<file path="src/rtl/vsched_pkg.sv">
// Shared definitions for the vertex op scheduler: op encoding (common with vertexops),
// the op type, a legality check and the ownership-lock state type.
package vsched_pkg;

  typedef logic [3:0] vsched_op_t;

  localparam vsched_op_t OP_NOP          = 4'd0;
  localparam vsched_op_t OP_SETVERTEX    = 4'd1;
  localparam vsched_op_t OP_COLOR        = 4'd2;
  localparam vsched_op_t OP_ROTATE       = 4'd3;
  localparam vsched_op_t OP_TRANSLATE    = 4'd4;
  localparam vsched_op_t OP_SCALE        = 4'd5;
  localparam vsched_op_t OP_PUSHMATRIX   = 4'd6;
  localparam vsched_op_t OP_POPMATRIX    = 4'd7;
  localparam vsched_op_t OP_LOADIDENTITY = 4'd8;

  typedef enum logic {
    StUnlocked,
    StLocked
  } lock_state_t;

  // Codes above LOADIDENTITY are not understood by vertexops.
  function automatic logic vsched_op_legal(vsched_op_t op);
    return op <= OP_LOADIDENTITY;
  endfunction

endpackage

</file>
<file path="src/rtl/vsched_rr_arbiter.sv">
// 2-way round-robin arbiter. While lock_i is set the owner is granted unconditionally,
// so the other requester stays shut out even when the owner is momentarily idle.
module vsched_rr_arbiter (
  input  logic [1:0] valid_i,
  input  logic       ptr_i,    // requester favoured when both are valid
  input  logic       lock_i,
  input  logic       owner_i,
  output logic [1:0] gnt_o
);

  // One-hot grant selection
  always_comb begin
    gnt_o = 2'b00;
    if (lock_i) begin
      gnt_o = owner_i ? 2'b10 : 2'b01;
    end else begin
      unique case (valid_i)
        2'b01:   gnt_o = 2'b01;
        2'b10:   gnt_o = 2'b10;
        2'b11:   gnt_o = ptr_i ? 2'b10 : 2'b01;
        default: gnt_o = 2'b00;
      endcase
    end
  end

endmodule

</file>
<file path="src/rtl/vertex_op_scheduler.sv">
// Two-port command scheduler in front of vertexops. Round-robin between two requesters,
// with exclusive ownership from PUSHMATRIX until the matching POPMATRIX.
// Optional feature: define VSCHED_VERTEX_COUNT_EN to build the SETVERTEX counter.
module vertex_op_scheduler
  import vsched_pkg::*;
#(
  parameter int unsigned STACK_DEPTH = 16,
  parameter int unsigned DEPTH_W     = 5
) (
  input  logic               CLK,
  input  logic               RST_N,
  input  logic               REQ0_VALID,
  input  logic [3:0]         REQ0_OP,
  input  logic [63:0]        REQ0_VECTOR,
  output logic               REQ0_READY,
  input  logic               REQ1_VALID,
  input  logic [3:0]         REQ1_OP,
  input  logic [63:0]        REQ1_VECTOR,
  output logic               REQ1_READY,
  input  logic               STALL,
  output logic [3:0]         OP,
  output logic [63:0]        VECTOR,
  output logic [1:0]         GRANT,
  output logic               LOCKED,
  output logic [DEPTH_W-1:0] NEST_DEPTH,
  output logic               ERR,
  output logic [31:0]        VERTEX_COUNT
);

  lock_state_t        state_q, state_d;
  logic               owner_q, owner_d;
  logic               ptr_q, ptr_d;
  logic [DEPTH_W-1:0] depth_q, depth_d;
  vsched_op_t         op_q, op_d;
  logic [63:0]        vec_q, vec_d;
  logic [1:0]         grant_q, grant_d;
  logic               err_q, err_d;

  logic [1:0]  gnt;
  logic        acc, acc_idx;
  vsched_op_t  acc_op;
  logic [63:0] acc_vec;

  vsched_rr_arbiter u_arb (
    .valid_i (REQ1_VALID ? {1'b1, REQ0_VALID} : {1'b0, REQ0_VALID}),
    .ptr_i   (ptr_q),
    .lock_i  (state_q == StLocked),
    .owner_i (owner_q),
    .gnt_o   (gnt)
  );

  assign REQ0_READY = gnt[0] & REQ0_VALID & ~STALL;
  assign REQ1_READY = gnt[1] & REQ1_VALID & ~STALL;
  assign acc        = REQ0_READY | REQ1_READY;
  assign acc_idx    = REQ1_READY;
  assign acc_op     = acc_idx ? REQ1_OP : REQ0_OP;
  assign acc_vec    = acc_idx ? REQ1_VECTOR : REQ0_VECTOR;

  // Next state: lock FSM, nesting depth, pointer, output register and sticky error
  always_comb begin
    state_d = state_q;
    owner_d = owner_q;
    ptr_d   = ptr_q;
    depth_d = depth_q;
    op_d    = op_q;
    vec_d   = vec_q;
    grant_d = grant_q;
    err_d   = err_q;
    if (!STALL) begin
      op_d    = OP_NOP;
      grant_d = (state_q == StLocked) ? (owner_q ? 2'b10 : 2'b01) : 2'b00;
      if (acc) begin
        op_d    = acc_op;
        vec_d   = acc_vec;
        ptr_d   = ~acc_idx;
        grant_d = acc_idx ? 2'b10 : 2'b01;
        if (!vsched_op_legal(acc_op)) begin
          op_d  = OP_NOP;
          err_d = 1'b1;
        end else if (acc_op == OP_PUSHMATRIX) begin
          if (depth_q < DEPTH_W'(STACK_DEPTH)) begin
            depth_d = depth_q + DEPTH_W'(1);
            state_d = StLocked;
            owner_d = acc_idx;
          end else begin
            op_d  = OP_NOP;
            err_d = 1'b1;
          end
        end else if (acc_op == OP_POPMATRIX) begin
          if (depth_q != '0) begin
            depth_d = depth_q - DEPTH_W'(1);
            if (depth_q == DEPTH_W'(1)) begin
              state_d = StUnlocked;
            end
          end else begin
            op_d  = OP_NOP;
            err_d = 1'b1;
          end
        end
      end
    end
  end

  // State registers; reset drops any in-flight command
  always_ff @(posedge CLK or negedge RST_N) begin
    if (!RST_N) begin
      state_q <= StUnlocked;
      owner_q <= 1'b0;
      ptr_q   <= 1'b0;
      depth_q <= '0;
      op_q    <= OP_NOP;
      vec_q   <= '0;
      grant_q <= 2'b00;
      err_q   <= 1'b0;
    end else begin
      state_q <= state_d;
      owner_q <= owner_d;
      ptr_q   <= ptr_d;
      depth_q <= depth_d;
      op_q    <= op_d;
      vec_q   <= vec_d;
      grant_q <= grant_d;
      err_q   <= err_d;
    end
  end

  assign OP         = op_q;
  assign VECTOR     = vec_q;
  assign GRANT      = grant_q;
  assign LOCKED     = (state_q == StLocked);
  assign NEST_DEPTH = depth_q;
  assign ERR        = err_q;

`ifdef VSCHED_VERTEX_COUNT_EN
  logic [31:0] cnt_q, cnt_d;

  // Count accepted SETVERTEX commands, wrapping naturally
  always_comb begin
    cnt_d = cnt_q;
    if (acc && acc_op == OP_SETVERTEX) begin
      cnt_d = cnt_q + 32'd1;
    end
  end

  // Counter register
  always_ff @(posedge CLK or negedge RST_N) begin
    if (!RST_N) begin
      cnt_q <= '0;
    end else begin
      cnt_q <= cnt_d;
    end
  end

  assign VERTEX_COUNT = cnt_q;
`else
  assign VERTEX_COUNT = 32'd0;
`endif

endmodule

</file>
<file path="config.mk">
export PLATFORM = sky130hd
export DESIGN_NAME = vertex_op_scheduler
export DESIGN_NICKNAME = d
export VERILOG_FILES = /design/src/rtl/vsched_pkg.sv /design/src/rtl/vsched_rr_arbiter.sv /design/src/rtl/vertex_op_scheduler.sv
export SDC_FILE = /design/constraint.sdc
export NUM_CORES = 1
export LEC_CHECK = 0
export BUFFER_PORTS_ARGS = -buffer_cell sky130_fd_sc_hd__buf_2
export CAP_MARGIN = 0
export CORE_UTILIZATION = 45
export CTS_BUF_LIST = sky130_fd_sc_hd__clkbuf_4
export DETAILED_ROUTE_END_ITERATION = 10
export PLACE_DENSITY = 0.83
export REMOVE_ABC_BUFFERS = 1
export SYNTH_ARGS = -nofsm -noshare
export SYNTH_HDL_FRONTEND = slang
export SYNTH_HIERARCHICAL = 1
export SYNTH_SLANG_ARGS = --single-unit
</file>
<file path="constraint.sdc">
create_clock -name CLK -period 2.7 [get_ports CLK]
set_clock_uncertainty 0.2 [all_clocks]
set_input_delay 0.81 -clock CLK [delete_from_list [all_inputs] [get_ports CLK]]
set_output_delay 0.81 -clock CLK [all_outputs]
set_load 0.02 [all_outputs]
</file>
# Word level (Yosys, flattened, before mapping)
# Cells that the tools add are included.
# totals
in_bits	141
out_inout_bits	111
regBits	79
word_cells	68
# op_classes
n_eq_ne	10
mux	30
addsub	2
n_lt_le_gt_ge	2
reduce_logical	9
bitwise_logic	7
# op_table
cell	count
$mux W64	1
$mux W4	7
$mux W5	4
$mux W2	7
$mux W1	10
$reduce_and A5 Y1	2
$eq A4 B3 Y1 const B	2
$reduce_and A7 Y1	1
$ne A3 B3 Y1 const B	2
$pmux W2 S3	1
$reduce_and A6 Y1	1
$reduce_bool A2 Y1	3
$add A5 B1 Y5 const B	1
$eq A5 B1 Y1 const B	1
$lt A5 B5 Y1 const B	1
$reduce_bool A5 Y1	1
$sub A5 B1 Y5 const B	1
$and A1 B1 Y1	4
$eq A2 B2 Y1 const B	2
$le A4 B4 Y1 const B	1
$ne A3 B1 Y1 const B	1
$eq A2 B1 Y1 const B	1
$ne A2 B1 Y1 const B	1
$not A1 Y1	2
2 further kinds	2

# Depth between registers and ports, before layout
# Gate-level depths: netlist of the first run.
# logic_depth
depth_word	12
mapped_depth	8
ltp_nobuf	7

# Hierarchy
# The synthesis of the first run kept the hierarchy.
# modules_own_cells
mod	seq_area_each_um2	cells_per_inst	instances	area_per_inst_um2
vertex_op_scheduler	1976.9	419	1	4065.1
vsched_rr_arbiter	0.0	6	1	41.3

# Worst setup path after synthesis of the first run
# Ideal clock, no wire load.
# synth_path
path_type	in2out
from	in REQ0_VALID
to	out REQ1_READY
cell_stages	5
t_arrival_ns	1.598
t_required_ns	1.690
slack_ns	0.092
path_cell_list	nor2b_1 o21ai_1 nand3b_4 buf_8 inv_1
# synth_via
elab_chain_cells	6
word_cells_on_any_way	8
# synth_rtl
item	line_no	source
from (decl)	vertex_op_scheduler.sv:12	input logic REQ0_VALID,
$mux W2 *	vertex_op_scheduler.sv:45	.valid_i (REQ1_VALID ? {1'b1, REQ0_VALID} : {1'b0, REQ0_VALID}),
$eq A2 B2 Y1 / $eq A2 B1 Y1 (equally long branches)	vsched_rr_arbiter.sv:17	unique case (valid_i)
$pmux W2 S3 *	vsched_rr_arbiter.sv:17	
$mux W2 *	vsched_rr_arbiter.sv:14	if (lock_i) begin
net gnt[1]	vertex_op_scheduler.sv:39	logic [1:0] gnt;
$and A1 B1 Y1 * (2 in a row)	vertex_op_scheduler.sv:53	assign REQ1_READY = gnt[1] & REQ1_VALID & ~STALL;
to (decl)	vertex_op_scheduler.sv:19	output logic REQ1_READY,
# The timed path passes the listed nets; every way through them passes the cells marked *.

# Worst setup path after layout of the first run
# layout_path
from	in REQ1_VALID
to	out REQ0_READY
# layout_via
elab_chain_cells	6
word_cells_on_any_way	8
# layout_rtl
item	line_no	source
from (decl)	vertex_op_scheduler.sv:16	input logic REQ1_VALID,
$mux W2 *	vertex_op_scheduler.sv:45	
$eq A2 B2 Y1 / $eq A2 B1 Y1 (equally long branches)	vsched_rr_arbiter.sv:17	
$pmux W2 S3 *	vsched_rr_arbiter.sv:17	
$mux W2 *	vsched_rr_arbiter.sv:14	
net gnt[0]	vertex_op_scheduler.sv:39	
$and A1 B1 Y1 * (2 in a row)	vertex_op_scheduler.sv:52	assign REQ0_READY = gnt[0] & REQ0_VALID & ~STALL;
to (decl)	vertex_op_scheduler.sv:15	output logic REQ0_READY,
# Marked as above.

==> results of run 1 <==
## sequential cells by signal (all words and copies together) (netlist names)
name,flops
ERR,1
GRANT,2
LOCKED,1
NEST_DEPTH,5
OP,4
VECTOR,64
owner_q,1
ptr_q,1
## per-stage QoR
step	hold WS [ns]	instances
finish	0.0601	760
CTS	0.0322	756
detailed placement	0.266	740
floorplan	0.290	395
global placement	0.256	740
global route	0.0315	759
## critical path: cells and delay by family
kind / cells / cell delay [ns]
buf+inv: 2 / 0.27
simple gates: 2 / 0.22
compound gates: 1 / 0.18
mux: 1 / 0.14
## how the worst min path moves through the flow
| stage | end | cells after the start | slack (ns) | start |
|---|---|---|---|---|
| after floorplan | ptr_q | 2 | 0.29 | ptr_q |
| after global placement | VECTOR[6] | 2 | 0.26 | VECTOR[6] |
| after detailed placement | VECTOR[53] | 2 | 0.27 | VECTOR[53] |
| after CTS | VECTOR[32] | 1 | 0.03 | RST_N |
| after global routing | VECTOR[32] | 1 | 0.03 | RST_N |
| final | VECTOR[53] | 1 | 0.06 | RST_N |
## kinds of logic after synthesis
family | count (synthesis) | synth area share, %
fa+ha+maj | 4 | 1.22
mux | 8 | 2.41
simple gates | 106 | 12.5
flops | 79 | 48.1
buf+inv | 66 | 9.45
other cells | 1 | 0.0913
xor+xnor | 5 | 1.07
compound gates | 156 | 25.1
## report_power, final
group	leakage (nW)	internal, mW	switching, mW
combinational	1.81	0.500	0.880
clock	0.0675	0.199	0.438
sequential	0.973	1.44	0.169
total	2.85	2.14	1.49
## per-layer routing
| layer | vias to the layer above | GRT usage (%) | routed length (um) |
|---|---|---|---|
| li1 | 1907 | - | - |
| met1 | 1862 | 29.6 | 4600 |
| met2 | 170 | 41.2 | 5640 |
| met3 | 19 | 5.18 | 775 |
| met4 | 0 | 8.14 | 212 |
| met5 | - | 0 | 0 |
## cell type report
class	count	area, um2	share of cell area, %
antenna	2	5.00	0.0922
timing repair buffer	239	1300	24.0
clock inverter	7	52.6	0.968
inverter	5	18.8	0.346
sequential	79	1980	36.4
tap	108	135	2.49
multi-input combinational	311	1870	34.4
clock buffer	9	67.6	1.24
## cells in the final DEF, fill, tap and decap left out, types with 9 or more instances in the layout
| master | n |
|---|---|
| a22oi_1 | 64 |
| buf_2 | 216 |
| buf_4 | 19 |
| clkbuf_4 | 9 |
| conb_1 | 32 |
| dfrtp_1 | 78 |
| nand2_1 | 77 |
| o21ai_0 | 52 |
| o21ai_1 | 17 |
## timing repair
| item | in CTS | in global routing |
|---|---|---|
| setup endpoints to repair | 1 | 2 |
| setup buffers | 0 | 2 |
| pin swaps | 0 | 2 |
| endpoints found under the hold margin | 0 | 0 |
| resized for setup | 1 | 4 |
==> metrics, run 1 <==
R2R cell count 9; slowest stage delay, CP 0.18 ns; most frequent cells after synthesis dfrtp_1 (79), nand2_1 (77), a22oi_1 (64), o21ai_0 (52), buf_4 (32); Max-slew headroom 58.8%; Die Ht 97.5 um; synthesized area 0.00411 mm2; Seq/Total Area, Yosys 48.1%; worst min path class in2async; nets 790; die area 0.00951 mm2; HPWL Detailed 8530 um; boundary pin count 252; cell area after layout 0.00543 mm2; vias in the first global route 3756; Least-Margin Pin Slew 0.618 ns; PortBufs 219; CP Capture Type output pin; RSZ-0062 raised after global routing true; wirelength, routed 11200 um; Crit Path Max Fanout 3; final worst setup slack 0.0673 ns; pwr dens 668 mW/mm2; Yosys cell types 51; reg2reg end NEST_DEPTH[1]; TritonCTS clock tree yes; setup_tns 0 ns; maximum vdd drop 312 uV; CP endpoint REQ0_READY; GPL Wtd Cong 0.788; period utilization 97.5%; buffer levels on the longest clock path 2; pin count of the biggest net entering global routing 71; starting density of the core 46.9%; final hold vios 0; Finish-stage setup viols 0; EDFF count, synth 0; clk slew on worst S/H paths 0.15 ns; area added between synthesis and finish 32.2%; final core occ 62.0%; worst-skew pair later-pin latency 0.43 ns; Critical Path Start Type input port; grt ovf 0; Vias/cell 5.21; CTS Sinks 79; Num CTS Buffers 9; Synth top area share 48.1%; drt wl/cell 14.8 um; run status complete, no violations; Required @ worst endpoint 1.69 ns; ys flop type dfrtp_1; CTS root buffer clkbuf_4; initial antenna violation count 2; final antenna-violating net count 0; Yosys reg bits 79; Final Critical Period 2.63 ns; P_leak 2.85 nW; top post-synthesis cells by area dfrtp_1 (48%), a22oi_1 (12%), nand2_1 (7.0%), o21ai_0 (6.3%), buf_4 (5.9%); CTS Hold Bufs 0; most common cell in the netlist dfrtp_1; FMAX 0.380 GHz; Placed Area 0.00528 mm2; Worst path slowest cell a21bo_1; max-cap viol count 0; DRT iter0 DRCs 197; H-tree depth 3; cell taking the most area after synthesis dfrtp_1; reg-to-reg startpoint LOCKED; YS warnings 6; Cells after Synth 425; reg2reg setup slack 0.36 ns; row cnt 34; FFs w/ async S/R, synth 100%; Total Routing Usage GR 23.9%; Pins Over Slew Limit 0; crit path kind in2out; vias 3958; Avg Inst Size Synth 9.66 um2; total power 3.62 mW; die width 97.5 um; DRC viols 0; CP arrival 1.62 ns; DP Worst Slack -0.109 ns; Fillers 784; core area 0.00876 mm2; layout cells sized above 1 42.2%; TritonRoute pass-1 iters 4; crit path cell chain buf_2 -> a21bo_1 -> mux2i_1 -> nand2_1 -> nor2_1 -> buf_4; first-pass GRT wire length 18200 um; Critical Path Source REQ1_VALID
No activity file was read; power rests on OpenSTA's default activity.
==> run 2: changes to the inputs <==
--- a/config.mk
+++ b/config.mk
@@ -5,12 +5,14 @@
 export SDC_FILE = /design/constraint.sdc
 export NUM_CORES = 1
 export LEC_CHECK = 0
+export ABC_AREA = 1
 export BUFFER_PORTS_ARGS = -buffer_cell sky130_fd_sc_hd__buf_2
 export CAP_MARGIN = 0
 export CORE_UTILIZATION = 45
 export CTS_BUF_LIST = sky130_fd_sc_hd__clkbuf_4
+export CTS_CLUSTER_SIZE = 28
 export DETAILED_ROUTE_END_ITERATION = 10
-export PLACE_DENSITY = 0.83
+export PLACE_DENSITY = 0.92
 export REMOVE_ABC_BUFFERS = 1
 export SYNTH_ARGS = -nofsm -noshare
 export SYNTH_HDL_FRONTEND = slang
==> run 2 against run 1 <==
  * Total power is 55% higher
  * Final cell count grew 15%
  * Non-clock buffer count stayed put
  * Sequential power is 27% higher
  * Clock power is 28% higher
  * Global-route usage up 0.27 points
  * Maximum frequency up 1.6%
  * Flip-flop and latch count did not move
  * Wire length rose by 3.0%
  * Largest cell class unchanged
==> metrics, run 2 <==
Avg Inst Size Synth 7.73 um2 (-20%); Die Ht 98.8 um (+1.3%); RSZ-0062 raised after global routing false; clock share of power 14.5% (-3.1 points); commonest non-fill, non-tap cell in the layout buf_2; Largest register FFs 64 (unchanged); Placed Area 0.00535 mm2 (+1.3%); die width 98.8 um (+1.3%); H-tree depth 3 (unchanged); Total Routing Usage GR 24.1% (+0.27 points); Post-Layout Cell Count 877 (+15%); DRC viols 0 (unchanged); maximum vdd drop 685 uV (+120%); CTS root buffer clkbuf_4; nets 909 (+15%); compound-gate portion of the synthesized area 1.57% (-24 points); layout cells sized above 1 36.0% (-6.1 points); TritonRoute pass-1 iters 5 (+1); Worst path slowest cell buf_2; wirelength, routed 11600 um (+3.0%); cell taking the most area after synthesis dfrtp_1; worst-skew pair later-pin latency 0.41 ns (-0.02 ns); drt wl/cell 13.2 um (-11%); buffer levels on the longest clock path 2 (unchanged); Vias/cell 4.97 (-4.5%); Critical Path Start Type input port; diode count 0 (-2); FFs w/ async S/R, synth 100% (unchanged); crit path kind in2out; P_leak 3.14 nW (+9.9%); P_sw 2.56 mW (+72%); Internal Pwr Total 3.06 mW (+43%); Pins Over Slew Limit 0 (unchanged); PortBufs 219 (unchanged); Seq/Total Area, Yosys 46.9% (-1.2 points); Critical path buffers and inverters 2 (unchanged); CTS Sinks 79 (unchanged); Synth top area share 46.9% (-1.2 points); simple-gate share of the synthesized area 37.8% (+25 points); initial antenna violation count 0 (-2); adder-cell share of the synthesized area 1.19% (-0.031 points); worst min path class in2async; vias 4360 (+10%); top post-synthesis cells by area dfrtp_1 (47%), nand2_1 (17%), nand3_1 (16%), buf_4 (5.7%), inv_1 (1.3%); main combinational cell family by area after synthesis simple AND/OR/NAND/NOR gates; row cnt 34 (unchanged); most common cell in the netlist nand2_1; most frequent cells in the layout buf_2 (217), nand2_1 (193), nand3_1 (137); Max-slew headroom 61.1% (+2.3 points); most frequent cells after synthesis nand2_1 (193), nand3_1 (137), dfrtp_1 (79), buf_4 (32), inv_1 (15); first-pass GRT wire length 18700 um (+2.8%); top cell family by delay on the critical path simple AND/OR/NAND/NOR gates; Finish-stage setup viols 0 (unchanged); final hold vios 0 (unchanged); CP arrival 1.58 ns (-0.04 ns); most frequent CP cell nand2_1; starting density of the core 47.4% (+0.52 points); TritonCTS clock tree yes; FMAX 0.386 GHz (+1.6%); Yosys cell types 28 (-45%); Sw Ratio 45.5% (+4.5 points); die area 0.00975 mm2 (+2.5%); pwr dens 1010 mW/mm2 (+52%); grt ovf 0 (unchanged); DRT iter0 DRCs 167 (-15%); run status complete, no violations; mux cell area share after synthesis 0% (-2.4 points); YS warnings 6 (unchanged); Final Critical Period 2.59 ns (-0.0413 ns); combinational share of power 49.0% (+11 points); clk slew on worst S/H paths 0.13 ns (-0.02 ns); GPL Wtd Cong 0.931 (+18%); CP Capture Type output pin; area added between synthesis and finish 31.5%; vias in the first global route 4073 (+8.4%); Least-Margin Pin Slew 0.583 ns (-0.0344 ns); Num CTS Buffers 9 (unchanged); HPWL Detailed 8700 um (+2.1%); boundary pin count 252 (unchanged); Crit Path Max Fanout 3 (unchanged); total power 5.62 mW (+55%); final antenna-violating net count 0 (unchanged); pin count of the biggest net entering global routing 44 (-38%); Cells after Synth 545 (+28%); hold_ws 0.166 ns (+0.106 ns); Yosys reg bits 79 (unchanged); final core occ 62.3% (+0.35 points); Synth Area in XOR/XNOR 1.46% (+0.39 points); crit path cell chain buf_2 -> a21oi_1 -> nand2_1 -> nand2_1 -> nand2_1 -> nor2_4 -> buf_2; max-cap viol count 0 (unchanged); slowest stage delay, CP 0.18 ns (about the same); Required @ worst endpoint 1.69 ns (about the same); Seq pwr share 36.5% (-7.9 points); core area 0.00889 mm2 (+1.5%); synthesized area 0.00421 mm2 (+2.6%); cell area after layout 0.00554 mm2 (+2.0%); EDFF count, synth 0 (unchanged); placed cell count 859 (+16%); ys flop type dfrtp_1; period utilization 96.0% (-1.5 points)
## run 2: repair_timing
action / in CTS / in global routing
gates resized for setup: 1 / 3
pin swaps: 0 / 0
gates cloned: 0 / 0
hold buffers: 0 / 0
setup buffers: 0 / 2
setup endpoints to repair: 1 / 2
endpoints found under the hold margin: 0 / 0
## run 2: path summary, 6_finish.rpt
check / start / endpoint / slack, ns / cells after the start
worst max-delay path: REQ1_VALID / REQ0_READY / 0.11 / 7
worst min-delay path: RST_N / ERR / 0.17 / 1
worst max register to register: LOCKED / NEST_DEPTH[4] / 0.35 / 13
worst min register to register: VECTOR[12] / VECTOR[12] / 0.29 / 2
max in group asynchronous: RST_N / VECTOR[51] / 1.51 / 2
min in group CLK: VECTOR[12] / VECTOR[12] / 0.29 / 2
## run 2: power by group through the flow
| stage | Combinational, mW | Clock [mW] | Sequential [mW] |
|---|---|---|---|
| floorplan | 1.06 | 0 | 2.69 |
| global placement | 2.69 | 0 | 2.05 |
| detailed placement | 2.75 | 0 | 2.07 |
| CTS | 2.75 | 0.842 | 2.05 |
| global route | 3.02 | 0.898 | 2.11 |
| finish | 2.76 | 0.815 | 2.05 |
## run 2: final cells by class
type	instances	area, um2
clock inverter	6	93.8
clock buffer	10	75.1
inverter	21	78.8
sequential	79	1980
timing repair buffer	239	1280
fill	781	3350
tap	108	135
multi-input combinational	414	1900
## run 2: cell families after synthesis
family / Yosys count
AO/OA/AOI/OAI: 12
XOR/XNOR: 7
adder cells (fa/ha/maj): 4
buffers and inverters: 83
flip-flops: 79
other: 1
AND/OR/NAND/NOR: 359
## run 2: per-stage QoR
step                      worst slack [ns]  TNS, ns
after floorplan                      -1.57   -91.58
after global placement             -0.0505   -0.242
after detailed placement           -0.0983   -0.486
after CTS                         0.000452        0
after global routing               0.00978        0
final                                0.109        0
## run 2: layer usage
| metal | track usage [%] | vias up | share of wire (%) |
|---|---|---|---|
| met4 | 6.77 | 0 | 1.2 |
| met5 | 0 | - | 0 |
| met1 | 28.7 | 1991 | 40 |
| met2 | 43.1 | 223 | 50 |
| met3 | 6.17 | 15 | 8.6 |
| li1 | - | 2131 | - |
